### src/rtl/rca_seq_ctrl_if.sv
// Requester-side bundle for rca_seq_ctrl: operation request plus result.
// The master is the requesting ALU/FSM; the slave is the sequencer.
interface rca_seq_ctrl_if #(
    parameter int WIDTH = 16
);
    logic             start;
    logic             sub;
    logic [WIDTH-1:0] a;
    logic [WIDTH-1:0] b;
    logic             cin;
    logic             busy;
    logic             done;
    logic [WIDTH-1:0] sum;
    logic             cout;
    logic             ovf;

    modport master (
        output start, sub, a, b, cin,
        input  busy, done, sum, cout, ovf
    );

    modport slave (
        input  start, sub, a, b, cin,
        output busy, done, sum, cout, ovf
    );
endinterface

### src/rtl/rca_seq_ctrl.sv
// Nibble-serial add/subtract sequencer driving one external 4-bit RCA slice.
// Operands are latched on start; one slice result is captured per cycle, LSB first.
module rca_seq_ctrl #(
    parameter int WIDTH = 16
) (
    input  logic               clk,
    input  logic               rst_n,
    rca_seq_ctrl_if.slave      req,
    output logic [3:0]         rca_a,
    output logic [3:0]         rca_b,
    output logic               rca_cin,
    input  logic [3:0]         rca_sum,
    input  logic               rca_cout
);
    localparam int NSLICE = WIDTH / 4;
    localparam int IW     = (NSLICE > 1) ? $clog2(NSLICE) : 1;
    localparam int MSB    = WIDTH - 1;
    localparam logic [IW-1:0] LAST = IW'(NSLICE - 1);

    typedef enum logic [1:0] {
        IDLE,
        RUN,
        DONE
    } state_t;

    state_t           state;
    logic [IW-1:0]    idx;
    logic [IW+1:0]    lo;
    logic [WIDTH-1:0] a_reg;
    logic [WIDTH-1:0] b_reg;
    logic             carry;
    logic             run;

    assign lo  = {idx, 2'b00};
    assign run = (state == RUN);

    assign rca_a   = run ? a_reg[lo +: 4] : 4'h0;
    assign rca_b   = run ? b_reg[lo +: 4] : 4'h0;
    assign rca_cin = run ? carry : 1'b0;

    always_ff @(posedge clk) begin
        if (!rst_n) begin
            state    <= IDLE;
            idx      <= '0;
            a_reg    <= '0;
            b_reg    <= '0;
            carry    <= 1'b0;
            req.busy <= 1'b0;
            req.done <= 1'b0;
            req.sum  <= '0;
            req.cout <= 1'b0;
            req.ovf  <= 1'b0;
        end else begin
            unique case (state)
                IDLE: begin
                    if (req.start) begin
                        a_reg    <= req.a;
                        b_reg    <= req.sub ? ~req.b : req.b;
                        carry    <= req.sub | req.cin;
                        idx      <= '0;
                        req.sum  <= '0;
                        req.cout <= 1'b0;
                        req.ovf  <= 1'b0;
                        req.busy <= 1'b1;
                        state    <= RUN;
                    end
                end
                RUN: begin
                    req.sum[lo +: 4] <= rca_sum;
                    carry            <= rca_cout;
                    if (idx == LAST) begin
                        // Top slice result is still on rca_sum, so flags
                        // can be registered together with the last nibble.
                        req.cout <= rca_cout;
                        req.ovf  <= (a_reg[MSB] == b_reg[MSB]) &&
                                    (rca_sum[3] != a_reg[MSB]);
                        req.busy <= 1'b0;
                        req.done <= 1'b1;
                        state    <= DONE;
                    end else begin
                        idx <= idx + 1'b1;
                    end
                end
                DONE: begin
                    req.done <= 1'b0;
                    state    <= IDLE;
                end
                default: begin
                    req.busy <= 1'b0;
                    req.done <= 1'b0;
                    state    <= IDLE;
                end
            endcase
        end
    end
endmodule

### src/flat_wrapper.sv
// flat-port wrapper written by rule: the top's interface ports become plain ports
module rca_seq_ctrl_flat 
#(
    parameter int WIDTH = 16
)
  (clk, rst_n, rca_a, rca_b, rca_cin, rca_sum, rca_cout, req_start, req_sub, req_a, req_b, req_cin, req_busy, req_done, req_sum, req_cout, req_ovf);
  rca_seq_ctrl_if #(.WIDTH(WIDTH)) req_i ();
  input  logic clk;
  input  logic rst_n;
  output logic [3:0] rca_a;
  output logic [3:0] rca_b;
  output logic rca_cin;
  input  logic [3:0] rca_sum;
  input  logic rca_cout;
  input wire logic [$bits(req_i.start)-1:0] req_start;
  input wire logic [$bits(req_i.sub)-1:0] req_sub;
  input wire logic [$bits(req_i.a)-1:0] req_a;
  input wire logic [$bits(req_i.b)-1:0] req_b;
  input wire logic [$bits(req_i.cin)-1:0] req_cin;
  output wire logic [$bits(req_i.busy)-1:0] req_busy;
  output wire logic [$bits(req_i.done)-1:0] req_done;
  output wire logic [$bits(req_i.sum)-1:0] req_sum;
  output wire logic [$bits(req_i.cout)-1:0] req_cout;
  output wire logic [$bits(req_i.ovf)-1:0] req_ovf;
  assign req_i.start = req_start;
  assign req_i.sub = req_sub;
  assign req_i.a = req_a;
  assign req_i.b = req_b;
  assign req_i.cin = req_cin;
  assign req_busy = req_i.busy;
  assign req_done = req_i.done;
  assign req_sum = req_i.sum;
  assign req_cout = req_i.cout;
  assign req_ovf = req_i.ovf;
  rca_seq_ctrl #(.WIDTH(WIDTH)) u_core (.clk(clk), .rst_n(rst_n), .req(req_i), .rca_a(rca_a), .rca_b(rca_b), .rca_cin(rca_cin), .rca_sum(rca_sum), .rca_cout(rca_cout));
endmodule
### config.mk
export PLATFORM = sky130hd
export DESIGN_NAME = rca_seq_ctrl_flat
export DESIGN_NICKNAME = d
export VERILOG_FILES = /design/src/rtl/rca_seq_ctrl_if.sv /design/src/rtl/rca_seq_ctrl.sv /design/src/flat_wrapper.sv
export SDC_FILE = /design/constraint.sdc
export NUM_CORES = 1
export LEC_CHECK = 0
export ABC_AREA = 1
export BUFFER_PORTS_ARGS = -buffer_cell sky130_fd_sc_hd__buf_2
export CAP_MARGIN = 25
export CORE_ASPECT_RATIO = 0.75
export CORE_MARGIN = 10
export CORE_UTILIZATION = 40
export CTS_BUF_LIST = sky130_fd_sc_hd__clkbuf_16
export CTS_CLUSTER_DIAMETER = 50
export DETAILED_ROUTE_END_ITERATION = 16
export SETUP_SLACK_MARGIN = 0.15
export SYNTH_ARGS = -nofsm -noshare
export SYNTH_HDL_FRONTEND = slang
export SYNTH_SLANG_ARGS = --single-unit
### constraint.sdc
create_clock -name clk -period 2.3 [get_ports clk]
set_input_delay 0.46 -clock clk [delete_from_list [all_inputs] [get_ports clk]]
set_output_delay 0.46 -clock clk [all_outputs]
set_load 0.005 [all_outputs]
==> impl_metrics.toml, run 1 <==
[synth]
netlist.area_leader.share = 0.409
syn_nets = 446
seq_area_frac_synth = 0.409
synth.area.top_cells = "dfxtp_1 41%, nor2_1 12%, nand2_1 9.7%"
synth_area_leader_cell = "dfxtp_1"
synth_area_sq_um = 2790
synth_cell_types = 25
postSynthCellCount = 398
ys_warn_count = 0
avgSynthCellArea_sq_um = 7.00
ys_ff_latch = 57

[global_route]
antenna_found_initial = 0
grt_start_max_net_pins = 35
track_usage = 0.144
grt_pass1_vias = 2540
grt.overflow.total = 0
grt_first_pass_wirelength_um = 12400

[sta]
max_clock_freq_mhz = 496
timing.final.max_slew_violations = 0
slew_headroom = 0.344
setup_viol = 0
clock-skew-final_ns = 0.00629
finalHoldViolCount = 0
tightest_slew_ns = 0.983
setup_ws_ns = 0.286
finalSetupTns_ns = 0
fin_crit_ns = 2.01
rsz0062_at_grt = "no"
finalCritPeriodShare = 0.876

[place]
place_ws_ns = 0.444
dpl.hpwl_um = 5370
numPortBuffers = 70
gp_congestion = 0.762
place_inst = 534

[floorplan]
fp.dieArea_sq_um = 10700
die_h_um = 92.3
start_util = 0.410
rows = 26
pin_count = 71
die_width_um = 116
core_sq_um = 6800

[layout]
final_layout_size_suffix_gt1_frac = 0.206
final.fill_count = 698
final_cells = 550
num-nets-final = 509
multiInputGateArea_sq_um = 1420
area_growth_pct = 23.0
layout_common_cells = "91 x nor2_1, 71 x nand2_1, 70 x buf_2"
layout_commonest_cell = "nor2_1"
antenna_cells = 0
regArea_sq_um = 1140
final_util = 0.504

[setup_path]
cp_data_arrival_time_ns = 1.55
startpoint_type = "register"
cpPeakStageDelay_ns = 0.59
crit_type = "register to primary output"
crit_path_end_kind = "primary output"
r2r_slack_ns = 0.61
cp_max_fo = 12
crit_chain = "nand2_2 -> a21oi_1 -> buf_2"
cp_top_family = "flip-flops"
cpMaxStageDelayCell = "dfxtp_1"
crit_required_ns = 1.84
worst-path-buf-inv = 1

[clock_network]
root_buffer = "clkbuf_16"
h-tree-depth = 3
cts_sinks = 57
cts_tree = "done"
insertion_delay_ns = 0.32
cts_made_buffers = 9
max-clock-path-buffers = 2
clkTransAtPathRegs_ns = 0.05

[routing]
post_drt_via_cell_ratio = 4.85
drc = 0
drt_first_pass_iters = 4
num_vias = 2665
drt-total-wl_um = 7530
final_antenna_net_count = 0
wl_per_cell_um = 13.7
drt_iter0_drc = 133

[status]
status = "complete, no violations"

[power]
peakVddDrop_uv = 396
powerDensity_nw_per_um2 = 811
power_uw = 2780
cellLeakagePower_uw = 0.00158

[flow_run]
cap_violations = 0

[min_path]
hp-class = "input port to register"
==> worst min-delay path: stages <==
cell and delay [ns]:
buf_2 0.07, o21ai_0 0.07, nor2_1 0.08
==> what timing repair did <==
| action | in CTS | in global routing |
|---|---|---|
| hold buffers | 0 | 0 |
| pin swaps | 0 | 0 |
| endpoints found under the setup margin | 8 | 1 |
| resized for setup | 1 | 2 |
| setup buffers | 0 | 0 |
==> metal layers <==
layer	track usage	wire, um
met2	0.209	3250
met5	0	0
met1	0.190	3610
met4	0.0281	48
met3	0.0658	621
==> stage by stage <==
stage | hold slack (ns) | cell area, sq um
4_1_cts | 0.377 | 3420
3_3_place_gp | 0.453 | 3140
3_5_place_dp | 0.454 | 3140
5_1_grt | 0.394 | 3430
2_1_floorplan | 0.441 | 2790
6_report | 0.389 | 3430
==> cells by family after synthesis <==
family,share of synthesized area
AOI/OAI and AO/OA,0.136
buffers and inverters,0.0835
and+or+nand+nor,0.294
DFF,0.409
xor gates and xnor gates,0.0503
adders and majority gates,0.0269
==> power breakdown <==
group | switching, uW | leakage (uW) | internal [uW]
clock network | 425 | 0.000144 | 814
logic | 280 | 0.000968 | 167
registers | 37.3 | 0.000468 | 1060
total | 742 | 0.00158 | 2040
==> final cells by class <==
| cell class | instances | area share |
|---|---|---|
| Multi-Input combinational cell | 294 | 0.413 |
| Sequential cell | 57 | 0.333 |
| Timing Repair Buffer | 75 | 0.114 |
| Clock buffer | 9 | 0.0657 |
| Tap cell | 84 | 0.0307 |
| Inverter | 24 | 0.0277 |
| Clock inverter | 7 | 0.0157 |
==> final timing paths <==
path / start / endpoint / cells past startpoint
setup / recovery: u_core.state[0] / rca_a[1] / 3
hold / removal: req_a[4] / u_core.a_reg[4] / 3
setup reg to reg: u_core.idx[1] / u_core.req.sum[4] / 6
hold reg to reg: u_core.req.done / u_core.req.done / 2
==> synthesized netlist by cell type <==
cell      instances
o21ai_0          33
nor2_4            1
nand3b_1          3
and2_0            1
inv_2             2
ha_1              6
nor2_1           91
nor3_1            3
clkbuf_1          9
clkinv_1          1
nand3_2           3
clkinv_4          1
nand3_1          22
clkbuf_2          1
buf_6             3
xor2_1           16
o211ai_1          2
a21oi_1          40
dfxtp_1          57
nand2_4           1
clkbuf_4          1
inv_1            20
nand2_1          72
buf_4             5
buf_2             4
(Power assumes the default switching activity.)
==> inputs of run 2 (changes only) <==
- PLACE_DENSITY: not set -> 0.73
==> impl_metrics.toml, run 2 (same netlist as run 1, synthesis figures left out) <==
[status]
status = "complete, no violations"

[sta]
slew_headroom = 0.688
tightest_slew_ns = 0.467
fin_crit_ns = 2.03
clock-skew-final_ns = 0.00598
timing.final.max_slew_violations = 0
finalCritPeriodShare = 0.882
setup_ws_ns = 0.272
finalSetupTns_ns = 0
max_clock_freq_mhz = 493
rsz0062_at_grt = "no"
setup_viol = 0
finalHoldViolCount = 0

[setup_path]
startpoint_type = "register"
cp_max_fo = 12
cp_data_arrival_time_ns = 1.57
crit_type = "register to primary output"
cpMaxStageDelayCell = "dfxtp_1"
crit_path_end_kind = "primary output"
cp_top_family = "flip-flops"
worst-path-buf-inv = 1
crit_chain = "nand2_2 -> a21oi_1 -> buf_2"
cpPeakStageDelay_ns = 0.60
crit_required_ns = 1.84

[min_path]
hp-class = "input port to register"

[global_route]
grt_start_max_net_pins = 34
grt_first_pass_wirelength_um = 12600
antenna_found_initial = 0
grt.overflow.total = 0
grt_pass1_vias = 2551
track_usage = 0.144

[clock_network]
cts_made_buffers = 9
root_buffer = "clkbuf_16"
cts_tree = "done"
h-tree-depth = 3
insertion_delay_ns = 0.32
max-clock-path-buffers = 2
cts_sinks = 57
clkTransAtPathRegs_ns = 0.05

[layout]
num-nets-final = 510
final_cells = 550
final_layout_size_suffix_gt1_frac = 0.212
area_growth_pct = 23.2
antenna_cells = 0
final.fill_count = 694
layout_commonest_cell = "nor2_1"
layout_common_cells = "91 x nor2_1, 71 x nand2_1, 70 x buf_2"

[place]
numPortBuffers = 70
place_ws_ns = 0.469
gp_congestion = 0.796
dpl.hpwl_um = 5490
place_inst = 535

[power]
cellLeakagePower_uw = 0.00158
peakVddDrop_uv = 528
powerDensity_nw_per_um2 = 811

[routing]
num_vias = 2651
drt_first_pass_iters = 4
wl_per_cell_um = 13.8
drt_iter0_drc = 109
drt-total-wl_um = 7590
final_antenna_net_count = 0
drc = 0
post_drt_via_cell_ratio = 4.82

[floorplan]
die_h_um = 92.3
start_util = 0.410
core_sq_um = 6800
rows = 26
pin_count = 71
fp.dieArea_sq_um = 10700
die_width_um = 116

[flow_run]
cap_violations = 0
-- run 2: layer usage --
layer	share of wire	track usage	vias up
met5	0	0	-
met4	0.0053	0.0353	0
met3	0.10	0.0664	3
met2	0.42	0.206	78
met1	0.48	0.192	1169
li1	-	-	1401
-- run 2: repair_timing --
item / in CTS / in global routing
buffers inserted: 0 / 0
endpoints found under the setup margin: 5 / 6
hold buffers: 0 / 0
pin swaps: 0 / 0
resized for setup: 1 / 2
-- run 2: final cells by class --
cell class,count,area [sq um],area share
Clock buffer,9,225,0.0656
Sequential cell,57,1140,0.332
Inverter,24,98.8,0.0288
Multi-Input combinational cell,294,1420,0.413
Tap cell,84,105,0.0306
Clock inverter,6,51.3,0.0149
Timing Repair Buffer,76,395,0.115
-- run 2: worst reg2reg max path: cells and delay by family, from the launching register on --
| kind | cells | cell delay [ns] |
|---|---|---|
| buffers and inverters | 1 | 0.30 |
| and+or+nand+nor | 5 | 0.77 |
| DFF | 1 | 0.60 |
-- run 2: report_power, final --
| group | total, uW | internal, uW | leakage, uW | switching [uW] |
|---|---|---|---|---|
| sequential | 1090 | 1060 | 0.000468 | 37.8 |
| clock | 1240 | 814 | 0.000141 | 427 |
| combinational | 449 | 167 | 0.000971 | 282 |
| total | 2780 | 2040 | 0.00158 | 747 |
-- run 2: per-stage QoR --
step,cell area (sq um),hold WS [ns],total power (uW),util
floorplan,2790,0.441,1430,-
global placement,3150,0.452,1550,0.463
detailed placement,3150,0.458,1560,0.463
CTS,3430,0.384,2800,0.504
global route,3430,0.403,2930,0.505
finish,3430,0.391,2780,0.505
-- run 2: path summary, 6_finish.rpt --
check                                     start                to  slack (ns)  depth (start not counted)
worst min-delay path                  req_a[13]  u_core.a_reg[13]        0.39                          3
worst min register to register  u_core.b_reg[7]   u_core.b_reg[7]        0.46                          2
worst max-delay path            u_core.state[0]          rca_a[3]        0.27                          3
worst max register to register  u_core.state[0]     u_core.idx[1]        0.57                          6
==> inputs of run 3 (changes only) <==
- ABC_AREA: 1 -> not set
- PLACE_DENSITY: 0.73 -> 0.74
==> impl_metrics.toml, run 3 <==
[status]
status = "complete, no violations"

[clock_network]
cts_sinks = 57
h-tree-depth = 3
cts_tree = "done"
cts_made_buffers = 9
max-clock-path-buffers = 2
insertion_delay_ns = 0.32
root_buffer = "clkbuf_16"
clkTransAtPathRegs_ns = 0.05

[global_route]
grt.overflow.total = 0
grt_pass1_vias = 2193
antenna_found_initial = 0
track_usage = 0.130
grt_start_max_net_pins = 52
grt_first_pass_wirelength_um = 10900

[setup_path]
cp_data_arrival_time_ns = 1.62
path_depth = 3
cp_max_fo = 9
startpoint_type = "register"
crit_required_ns = 1.84
r2r_slack_ns = 0.51
cpPeakStageDelay_ns = 0.55
r2r_start = "u_core.idx[1]"
startpoint = "u_core.idx[0]"
crit_path_end_kind = "primary output"
crit_chain = "mux4_1 -> and2_1 -> buf_2"
rr_endpoint = "u_core.req.sum[11]"
cpMaxStageDelayCell = "mux4_1"
worst-path-buf-inv = 1
critPathCapture = "rca_b[3]"
crit_type = "register to primary output"
cp_top_family = "multiplexers"
ff2ff_path_depth = 6

[synth]
synth_area_sq_um = 2600
synth_cell_types = 37
synth_async_sr_flop_share = 0
synth.area.top_cells = "dfxtp_1 44%, nand2_1 6.3%, a32o_1 6.1%"
synthTopCellsByCount = "57 x dfxtp_1, 44 x nand2_1, 19 x nor2_1"
netlist.area_leader.share = 0.438
synth-edff-count = 0
synth_area_leader_cell = "dfxtp_1"
avgSynthCellArea_sq_um = 9.87
synth.most_common_cell = "dfxtp_1"
ys_warn_count = 0
syn_nets = 312
postSynthCellCount = 264
ys_ff_latch = 57
seq_area_frac_synth = 0.438
ys.flop_type = "dfxtp_1"

[routing]
final_antenna_net_count = 0
drt-total-wl_um = 6440
drt_first_pass_iters = 5
wl_per_cell_um = 15.4
post_drt_via_cell_ratio = 5.17
drt_iter0_drc = 79
drc = 0
num_vias = 2162

[power]
peakVddDrop_uv = 461
cellLeakagePower_uw = 0.00145
powerDensity_nw_per_um2 = 857

[sta]
finalCritPeriodShare = 0.902
max_clock_freq_mhz = 482
setup_ws_ns = 0.224
clock-skew-final_ns = 0.00462
rsz0062_at_grt = "yes"
finalSetupTns_ns = 0
setup_viol = 0
tightest_slew_ns = 0.521
finalHoldViolCount = 0
timing.final.max_slew_violations = 0
slew_headroom = 0.653
fin_crit_ns = 2.08

[floorplan]
rows = 25
core_sq_um = 6320
die_h_um = 89.9
start_util = 0.412
fp.dieArea_sq_um = 10200
die_width_um = 113
pin_count = 71

[layout]
area_growth_pct = 29.3
final_layout_size_suffix_gt1_frac = 0.315
layout_commonest_cell = "buf_2"
antenna_cells = 0
layout_common_cells = "70 x buf_2, 55 x dfxtp_1, 44 x nand2_1"
num-nets-final = 380

[place]
numPortBuffers = 70
dpl.hpwl_um = 4680
gp_congestion = 0.764
place_ws_ns = 0.205

[min_path]
hp-class = "input port to register"
hold_path_depth = 3

[flow_run]
cap_violations = 0
==> run 3: cell types whose count changed in the layout (fill, tap and decap cells not counted), moves of 10 or more <==
| cell | previous run | this run |
|---|---|---|
| inv_1 | 20 | 3 |
| nand2_1 | 71 | 44 |
| xor2_1 | 16 | 0 |
| a21oi_1 | 40 | 18 |
| a211oi_1 | 0 | 16 |
| a32o_1 | 0 | 16 |
| nand3_1 | 22 | 0 |
| o21ai_0 | 33 | 2 |
| and2_1 | 0 | 10 |
| xnor2_1 | 0 | 16 |
| nor2_1 | 91 | 19 |
==> run 3: layout make-up <==
class	instances	area (sq um)
clock buffers	9	225
flip-flops and latches	57	1150
inverters	3	11.3
multi-input cells	184	1360
clock inverters	7	109
well taps	81	101
fillers	565	2950
repair buffers	77	415
==> run 3: worst min path at each step <==
stage,start,endpoint,slack [ns]
2_1_floorplan,u_core.a_reg[10],u_core.a_reg[10],0.43
3_3_place_gp,u_core.a_reg[3],u_core.a_reg[3],0.44
3_5_place_dp,u_core.a_reg[8],u_core.a_reg[8],0.45
4_1_cts,req_a[1],u_core.a_reg[1],0.37
5_1_grt,req_a[15],u_core.a_reg[15],0.38
6_report,req_a[1],u_core.a_reg[1],0.38
==> run 3: tightest hold or removal path, delay by kind of cell <==
kind	cells	cell delay, ns
buffers and inverters	1	0.09
AND/OR/NAND/NOR	1	0.05
AO/OA/AOI/OAI	1	0.05
==> run 3: kinds of logic after synthesis <==
| kind of cell | count (synthesis) | share of synthesized area |
|---|---|---|
| DFF | 57 | 0.438 |
| adders and majority gates | 6 | 0.0288 |
| muxes | 8 | 0.0706 |
| AOI/OAI and AO/OA | 65 | 0.183 |
| buffers and inverters | 23 | 0.0423 |
| and+or+nand+nor | 89 | 0.183 |
| xor gates and xnor gates | 16 | 0.0538 |
==> run 3: repair_timing <==
action,4_1_cts,5_1_grt
setup endpoints to repair,8,1
resized for setup,3,0
pin swaps,0,0
hold buffers,0,0
setup buffers,0,1
==> run 3: power breakdown <==
group / internal (uW) / switching [uW]
logic: 153 / 167
registers: 1040 / 37.2
clock network: 1050 / 440
==> run 3: stage by stage <==
step / power (uW) / cell area (sq um) / hold WS, ns / cells / utilization
2_1_floorplan: 1310 / 2610 / 0.433 / 264 / -
3_3_place_gp: 1410 / 3020 / 0.440 / 401 / 0.478
3_5_place_dp: 1420 / 3020 / 0.447 / 401 / 0.478
4_1_cts: 2910 / 3360 / 0.371 / 417 / 0.532
5_1_grt: 3010 / 3370 / 0.375 / 418 / 0.533
6_report: 2890 / 3370 / 0.380 / 418 / 0.533
==> run 3: metal layers <==
| metal | routed length, um | global-route usage |
|---|---|---|
| met2 | 3020 | 0.205 |
| met5 | 0 | 0 |
| met3 | 408 | 0.0584 |
| met1 | 2930 | 0.156 |
| met4 | 78 | 0.0380 |
